==> src/rtl/fp_norm_pkg.sv <==
// Shared constants, shift-width helper and result classification for the
// FP add/sub normalization stage.
package fp_norm_pkg;

  localparam int unsigned MANT_W_DEF = 33;
  localparam int unsigned EXP_W_DEF  = 8;

  // Bits needed to hold a shift/leading-zero count in the range 0..w
  function automatic int unsigned shift_w(input int unsigned w);
    return $clog2(w + 1);
  endfunction

  typedef enum logic [1:0] {
    RES_NORM  = 2'd0,
    RES_ZERO  = 2'd1,
    RES_UFLOW = 2'd2
  } res_class_e;

endpackage

==> src/rtl/fp_lzc.sv <==
// Combinational leading-zero counter built as a binary tree.
// The input is left-aligned into a power-of-two frame padded with zeros
// below, so a non-zero input counts correctly and an all-zero input
// reports W.
module fp_lzc #(
  parameter int unsigned W     = 33,
  parameter int unsigned OUT_W = 6
) (
  input  logic [W-1:0]     data_i,
  output logic [OUT_W-1:0] lzc_o
);

  localparam int unsigned LVLS = (W > 1) ? $clog2(W) : 1;
  localparam int unsigned PW   = 1 << LVLS;

  // Each node holds (any-one-seen, zeros-above-first-one); pairs merge upward
  function automatic logic [OUT_W-1:0] lzc_tree(input logic [W-1:0] d);
    logic [PW-1:0]   pad;
    logic            vld [LVLS+1][PW];
    logic [LVLS-1:0] cnt [LVLS+1][PW];
    pad = '0;
    pad[PW-1 -: W] = d;
    for (int l = 0; l <= int'(LVLS); l++) begin
      for (int i = 0; i < int'(PW); i++) begin
        vld[l][i] = 1'b0;
        cnt[l][i] = '0;
      end
    end
    for (int i = 0; i < int'(PW); i++) begin
      vld[0][i] = pad[i];
    end
    for (int l = 1; l <= int'(LVLS); l++) begin
      for (int i = 0; i < int'(PW >> l); i++) begin
        if (vld[l-1][2*i+1]) begin
          vld[l][i] = 1'b1;
          cnt[l][i] = cnt[l-1][2*i+1];
        end else begin
          vld[l][i] = vld[l-1][2*i];
          cnt[l][i] = cnt[l-1][2*i] | LVLS'(1 << (l - 1));
        end
      end
    end
    return vld[LVLS][0] ? OUT_W'(cnt[LVLS][0]) : OUT_W'(W);
  endfunction

  // Leading-zero count of the current input
  always_comb begin
    lzc_o = lzc_tree(data_i);
  end

endmodule

==> src/rtl/fp_normalize_pipe.sv <==
// Two-stage normalization pipeline: S1 registers the operand with its
// leading-zero count, S2 shifts, adjusts the exponent and classifies the
// result (normal / zero / underflow). Valid/ready on both sides.
// Build option FP_NORM_DENORM_EN: gradual underflow (clamped shift,
// denormal mantissa) instead of flushing underflowed results to zero.
module fp_normalize_pipe
  import fp_norm_pkg::*;
#(
  parameter int unsigned MANT_W = MANT_W_DEF,
  parameter int unsigned EXP_W  = EXP_W_DEF,
  parameter int unsigned TAG_W  = 4
) (
  input  logic                          clk,
  input  logic                          rst,
  input  logic                          in_valid,
  output logic                          in_ready,
  input  logic [MANT_W-1:0]             in_sum,
  input  logic [EXP_W-1:0]              in_exp,
  input  logic [TAG_W-1:0]              in_tag,
  output logic                          out_valid,
  input  logic                          out_ready,
  output logic [MANT_W-1:0]             out_mant,
  output logic [EXP_W-1:0]              out_exp,
  output logic [shift_w(MANT_W)-1:0]    out_shift,
  output logic                          out_zero,
  output logic                          out_uflow,
  output logic [TAG_W-1:0]              out_tag
);

  localparam int unsigned SHIFT_W = shift_w(MANT_W);
  localparam int unsigned CMP_W   = (EXP_W > SHIFT_W) ? EXP_W : SHIFT_W;

  logic                s1_valid_q, s1_valid_d;
  logic [MANT_W-1:0]   s1_sum_q,   s1_sum_d;
  logic [EXP_W-1:0]    s1_exp_q,   s1_exp_d;
  logic [TAG_W-1:0]    s1_tag_q,   s1_tag_d;
  logic [SHIFT_W-1:0]  s1_lzc_q,   s1_lzc_d;

  logic                out_valid_q, out_valid_d;
  logic [MANT_W-1:0]   out_mant_q,  out_mant_d;
  logic [EXP_W-1:0]    out_exp_q,   out_exp_d;
  logic [SHIFT_W-1:0]  out_shift_q, out_shift_d;
  logic                out_zero_q,  out_zero_d;
  logic                out_uflow_q, out_uflow_d;
  logic [TAG_W-1:0]    out_tag_q,   out_tag_d;

  logic [SHIFT_W-1:0]  lzc_c;
  logic                s2_adv_c;
  res_class_e          res_cls_c;
  logic [MANT_W-1:0]   mant_c;
  logic [EXP_W-1:0]    exp_c;
  logic [SHIFT_W-1:0]  shift_c;
  logic [CMP_W-1:0]    lzc_x_c, exp_x_c;

  fp_lzc #(
    .W     (MANT_W),
    .OUT_W (SHIFT_W)
  ) u_lzc (
    .data_i (in_sum),
    .lzc_o  (lzc_c)
  );

  // S2 datapath: classify the S1 operand and form the normalized result
  always_comb begin
    res_cls_c = RES_NORM;
    mant_c    = '0;
    exp_c     = '0;
    shift_c   = '0;
    lzc_x_c   = CMP_W'(s1_lzc_q);
    exp_x_c   = CMP_W'(s1_exp_q);
    if (s1_sum_q == '0) begin
      res_cls_c = RES_ZERO;
    end else if (lzc_x_c >= exp_x_c) begin
      res_cls_c = RES_UFLOW;
    end
    case (res_cls_c)
      RES_NORM: begin
        shift_c = s1_lzc_q;
        mant_c  = s1_sum_q << s1_lzc_q;
        exp_c   = EXP_W'(exp_x_c - lzc_x_c);
      end
      RES_UFLOW: begin
`ifdef FP_NORM_DENORM_EN
        // Largest shift that still leaves the exponent at the denormal floor
        shift_c = (s1_exp_q == '0) ? '0 : SHIFT_W'(exp_x_c - CMP_W'(1));
        mant_c  = s1_sum_q << shift_c;
`else
        shift_c = s1_lzc_q;
`endif
      end
      default: ;
    endcase
  end

  // Handshake and next-state for both pipeline stages
  always_comb begin
    s2_adv_c    = !out_valid_q || out_ready;
    in_ready    = !s1_valid_q || s2_adv_c;

    s1_valid_d  = s1_valid_q;
    s1_sum_d    = s1_sum_q;
    s1_exp_d    = s1_exp_q;
    s1_tag_d    = s1_tag_q;
    s1_lzc_d    = s1_lzc_q;
    out_valid_d = out_valid_q;
    out_mant_d  = out_mant_q;
    out_exp_d   = out_exp_q;
    out_shift_d = out_shift_q;
    out_zero_d  = out_zero_q;
    out_uflow_d = out_uflow_q;
    out_tag_d   = out_tag_q;

    if (in_ready) begin
      s1_valid_d = in_valid;
      if (in_valid) begin
        s1_sum_d = in_sum;
        s1_exp_d = in_exp;
        s1_tag_d = in_tag;
        s1_lzc_d = lzc_c;
      end
    end

    if (s2_adv_c) begin
      out_valid_d = s1_valid_q;
      if (s1_valid_q) begin
        out_mant_d  = mant_c;
        out_exp_d   = exp_c;
        out_shift_d = shift_c;
        out_zero_d  = (res_cls_c == RES_ZERO);
        out_uflow_d = (res_cls_c == RES_UFLOW);
        out_tag_d   = s1_tag_q;
      end
    end
  end

  // Pipeline registers; reset drops every in-flight beat
  always_ff @(posedge clk) begin
    if (rst) begin
      s1_valid_q  <= 1'b0;
      s1_sum_q    <= '0;
      s1_exp_q    <= '0;
      s1_tag_q    <= '0;
      s1_lzc_q    <= '0;
      out_valid_q <= 1'b0;
      out_mant_q  <= '0;
      out_exp_q   <= '0;
      out_shift_q <= '0;
      out_zero_q  <= 1'b0;
      out_uflow_q <= 1'b0;
      out_tag_q   <= '0;
    end else begin
      s1_valid_q  <= s1_valid_d;
      s1_sum_q    <= s1_sum_d;
      s1_exp_q    <= s1_exp_d;
      s1_tag_q    <= s1_tag_d;
      s1_lzc_q    <= s1_lzc_d;
      out_valid_q <= out_valid_d;
      out_mant_q  <= out_mant_d;
      out_exp_q   <= out_exp_d;
      out_shift_q <= out_shift_d;
      out_zero_q  <= out_zero_d;
      out_uflow_q <= out_uflow_d;
      out_tag_q   <= out_tag_d;
    end
  end

  assign out_valid = out_valid_q;
  assign out_mant  = out_mant_q;
  assign out_exp   = out_exp_q;
  assign out_shift = out_shift_q;
  assign out_zero  = out_zero_q;
  assign out_uflow = out_uflow_q;
  assign out_tag   = out_tag_q;

endmodule

==> config.mk <==
export PLATFORM = sky130hd
export DESIGN_NAME = fp_normalize_pipe
export DESIGN_NICKNAME = d
export VERILOG_FILES = /design/src/rtl/fp_norm_pkg.sv /design/src/rtl/fp_lzc.sv /design/src/rtl/fp_normalize_pipe.sv
export SDC_FILE = /design/constraint.sdc
export NUM_CORES = 1
export LEC_CHECK = 0
export ABC_AREA = 1
export CORE_MARGIN = 2
export CORE_UTILIZATION = 49
export CTS_BUF_LIST = sky130_fd_sc_hd__clkbuf_2 sky130_fd_sc_hd__clkbuf_4 sky130_fd_sc_hd__clkbuf_8
export DETAILED_ROUTE_END_ITERATION = 7
export GPL_ROUTABILITY_DRIVEN = 0
export MAX_ROUTING_LAYER = met4
export PLACE_DENSITY = 0.81
export SKIP_LAST_GASP = 1
export SYNTH_ARGS = -nofsm -noshare
export SYNTH_HDL_FRONTEND = slang
export SYNTH_SLANG_ARGS = --single-unit
==> constraint.sdc <==
create_clock -name clk -period 6.1 [get_ports clk]
set_input_delay 0.61 -clock clk [delete_from_list [all_inputs] [get_ports clk]]
set_output_delay 0.61 -clock clk [all_outputs]
set_load 0.005 [all_outputs]
==> impl_results.rst <==
.. list-table::
   :header-rows: 1

   * - Metric
     - Value
   * - Result of the run
     - completed
   * - Peak supply drop
     - 0.000125 V
   * - Area overhead of the layout relative to synthesis
     - 20.2%
   * - Average wire per standard cell
     - 14.7 microns
   * - Most common cell after layout, fill and taps aside
     - sky130_fd_sc_hd__nand2_1
   * - Fin worst setup slack
     - between 2000 and 2500 ps
   * - Number of buffers created by CTS
     - 9
   * - Yosys reg bits
     - 106
   * - First-pass iteration count of the detailed router
     - 5
   * - Sequential area share after synthesis
     - 0.352
   * - Detailed-route DRC error count
     - 0
   * - Pleak
     - 2.87 nW
   * - Worst-path maximum fanout
     - 34
   * - Power per standard cell area
     - between 200 and 250 mW/mm^2
   * - Final hold violations
     - 0
   * - Dominant cell type by area after synthesis
     - sky130_fd_sc_hd__dfxtp_1
   * - Most used flip-flop cell after synthesis
     - sky130_fd_sc_hd__dfxtp_1
   * - Yosys top cell area share
     - 0.352
   * - Placed Area
     - 0.00703 sq mm
   * - Final setup violation count
     - 0
   * - Post-synthesis cell area
     - 0.00603 sq mm
   * - Wire length of the first global-routing pass
     - around 28 mm
   * - Max Root-Sink Buffers
     - 2
   * - Achievable clock frequency
     - 251 MHz
   * - Number of unique standard cell types used by synthesis
     - 35
   * - DIE WIDTH
     - 115 microns
   * - DP Worst Slack
     - 2220 ps
   * - CTS tree
     - done
   * - Category of the most critical setup path
     - reg2reg
   * - Die ar.
     - 0.0132 sq mm
   * - Final HPWL from detailed placement
     - 12.5 mm
   * - Routed vias/inst
     - 5.71
   * - Global router's overall resource usage
     - 0.271
   * - Total number of vias
     - 6638
   * - First DRT Iteration DRCs
     - approximately 670
   * - FFs w/ async S/R, synth
     - 0
   * - Clock Latency Late Sink
     - 390 ps
   * - Class of the most critical hold timing path
     - reg2reg
   * - Arrival time at the worst endpoint
     - about 4300 ps
   * - Antenna-violating nets left
     - 0
   * - Total setup buffers inserted after CTS
     - 0
   * - Worst Max-Slew Pin Slew
     - 1050 ps
   * - Mean instance size in the synthesized netlist
     - 6.34 sq um
   * - Type of destination of the critical path
     - register
   * - Cts repair resizes
     - 0
   * - Area of the placeable core
     - 0.0120 sq mm
   * - Antenna Diode Count
     - 0
   * - Clk root buf
     - sky130_fd_sc_hd__clkbuf_8
   * - Final critical-path share of the clock period
     - 0.653
   * - Fin. max-slew vios
     - 0
   * - Die outline height
     - 115 microns
   * - Port-buffer cells
     - 103
   * - Count of clock tree sinks
     - 106
   * - Pin count of the biggest net entering global routing
     - 59
   * - Final min period
     - 3990 ps
   * - Yosys warnings
     - 0
   * - Number of levels in the clock H-tree
     - 3
   * - Post-synthesis instance total
     - 952
   * - Highest-count cells in the layout ignoring fill and taps
     - sky130_fd_sc_hd__nand2_1, sky130_fd_sc_hd__nand3_1, sky130_fd_sc_hd__dfxtp_1
   * - Antenna violations before repair
     - 0
   * - Share of layout cells above drive strength 1
     - 0.0472
   * - Worst endpoint required time
     - 6420 ps
   * - Global-route congestion overflow total
     - 0
   * - Final standard cell count with taps included and fillers excluded
     - 1163
   * - Filler cell count
     - 1153
   * - Number of global-route vias before repair
     - 5666
   * - # Max-Cap Violations
     - 0
   * - Final #Nets
     - 1067
   * - Clock slew at reported path FFs
     - 100 ps
   * - Design Power
     - 1.63 mW
   * - Worst slew margin
     - 0.302
   * - Synth area leaders
     - sky130_fd_sc_hd__dfxtp_1, sky130_fd_sc_hd__nand3_1, sky130_fd_sc_hd__nand2_1, sky130_fd_sc_hd__a21oi_1, sky130_fd_sc_hd__nor2_1
   * - Inst Count DP
     - 1147
   * - IO Pins
     - ~100
   * - Post-route cell area
     - 0.00726 sq mm
   * - Critical path startpoint category
     - register
   * - Wire length after detailed routing
     - ~17 mm
   * - Final clock skew
     - 12.1 ps
   * - Starting utilization of the core area
     - 0.502
   * - Number of enable-type register cells in the synthesized netlist
     - 0
   * - Standard-cell row count
     - 40
   * - Hold-fix buffer count after cts
     - 0
   * - Synthesized net count
     - 1008
   * - Setup repair after global routing missed its margin
     - no
   * - Post-route setup TNS
     - 0 ps
-- power by group --
group,leakage [nW],internal [mW],switching [mW]
clock,0.117,0.242,0.257
combinational,1.89,0.145,0.221
sequential,0.870,0.731,0.0331
total,2.87,1.12,0.511
-- final timing paths --
| kind | startpoint | to | slack (ps) | cells past startpoint |
|---|---|---|---|---|
| setup / recovery | s1_lzc_q[3] | out_mant[0] | 2110 | 12 |
| hold / removal | out_mant[22] | out_mant[22] | 470 | 2 |
| setup reg to reg | s1_lzc_q[3] | out_mant[0] | 2110 | 12 |
| hold reg to reg | out_mant[22] | out_mant[22] | 470 | 2 |
-- critical path, stage by stage (launching register included) --
cell and delay (ps):
sky130_fd_sc_hd__dfxtp_1 1020, sky130_fd_sc_hd__inv_1 720, sky130_fd_sc_hd__ha_1 580, sky130_fd_sc_hd__nand2_1 80, sky130_fd_sc_hd__inv_2 70, sky130_fd_sc_hd__nand2_2 50
sky130_fd_sc_hd__nand3_2 80, sky130_fd_sc_hd__nand2_1 70, sky130_fd_sc_hd__nand2_2 70, sky130_fd_sc_hd__nand2_4 70, sky130_fd_sc_hd__a21oi_2 690, sky130_fd_sc_hd__nand4_1 220
sky130_fd_sc_hd__a21oi_1 180
-- synthesized netlist by cell type, types with 3 or more instances --
library cell and count:
sky130_fd_sc_hd__o21ai_0 69, sky130_fd_sc_hd__nor2_1 104, sky130_fd_sc_hd__clkbuf_1 40, sky130_fd_sc_hd__nand3_1 190, sky130_fd_sc_hd__nand2_1 224, sky130_fd_sc_hd__nand4_1 17, sky130_fd_sc_hd__ha_1 6, sky130_fd_sc_hd__o211ai_1 8
sky130_fd_sc_hd__inv_2 5, sky130_fd_sc_hd__a21oi_1 87, sky130_fd_sc_hd__nor2_2 4, sky130_fd_sc_hd__nand2_2 3, sky130_fd_sc_hd__buf_2 16, sky130_fd_sc_hd__or2_2 4, sky130_fd_sc_hd__inv_1 37, sky130_fd_sc_hd__buf_1 3
sky130_fd_sc_hd__dfxtp_1 106, sky130_fd_sc_hd__o22ai_1 3
-- routing by layer --
layer  up-vias  global-route usage  routed length, microns
met5         -                   -                       0
met4         0              0.0924                     378
met3        28              0.0343                    1280
met2       293               0.403                    7560
met1      2998               0.380                    7870
li1       3319                   -                       -
-- metrics by stage --
step | util | hold slack [ps]
finish | 0.604 | 467
global route | 0.604 | 486
detailed placement | 0.585 | 455
global placement | 0.585 | 444
floorplan | - | 433
CTS | 0.604 | 470
-- registers in the layout (all words and copies together) (netlist names) --
name and cells:
out_mant 33, s1_sum_q 33, exp_x_c 8, out_exp 8, out_shift 6, s1_lzc_q 6
out_tag 4, s1_tag_q 4, out_uflow 1, out_valid 1, out_zero 1, s1_valid_q 1
-- cells by family after synthesis --
logic type	after synthesis	share of synthesized area
and+or+nand+nor	552	0.401
AOI/OAI and AO/OA	179	0.157
buffers and inverters	107	0.0736
DFF	106	0.352
adders and majority gates	7	0.0158
xor gates and xnor gates	1	0.00145
-- layout make-up --
type / instances / area, sq um / area share
Clock buffer: 10 / 131 / 0.0181
Timing Repair Buffer: 111 / 1090 / 0.150
Sequential cell: 106 / 2120 / 0.292
Multi-Input combinational cell: 739 / 3470 / 0.478
Inverter: 44 / 165 / 0.0228
Clock inverter: 6 / 98.8 / 0.0136
Tap cell: 147 / 184 / 0.0253
Power figures use the tool's default switching activity.
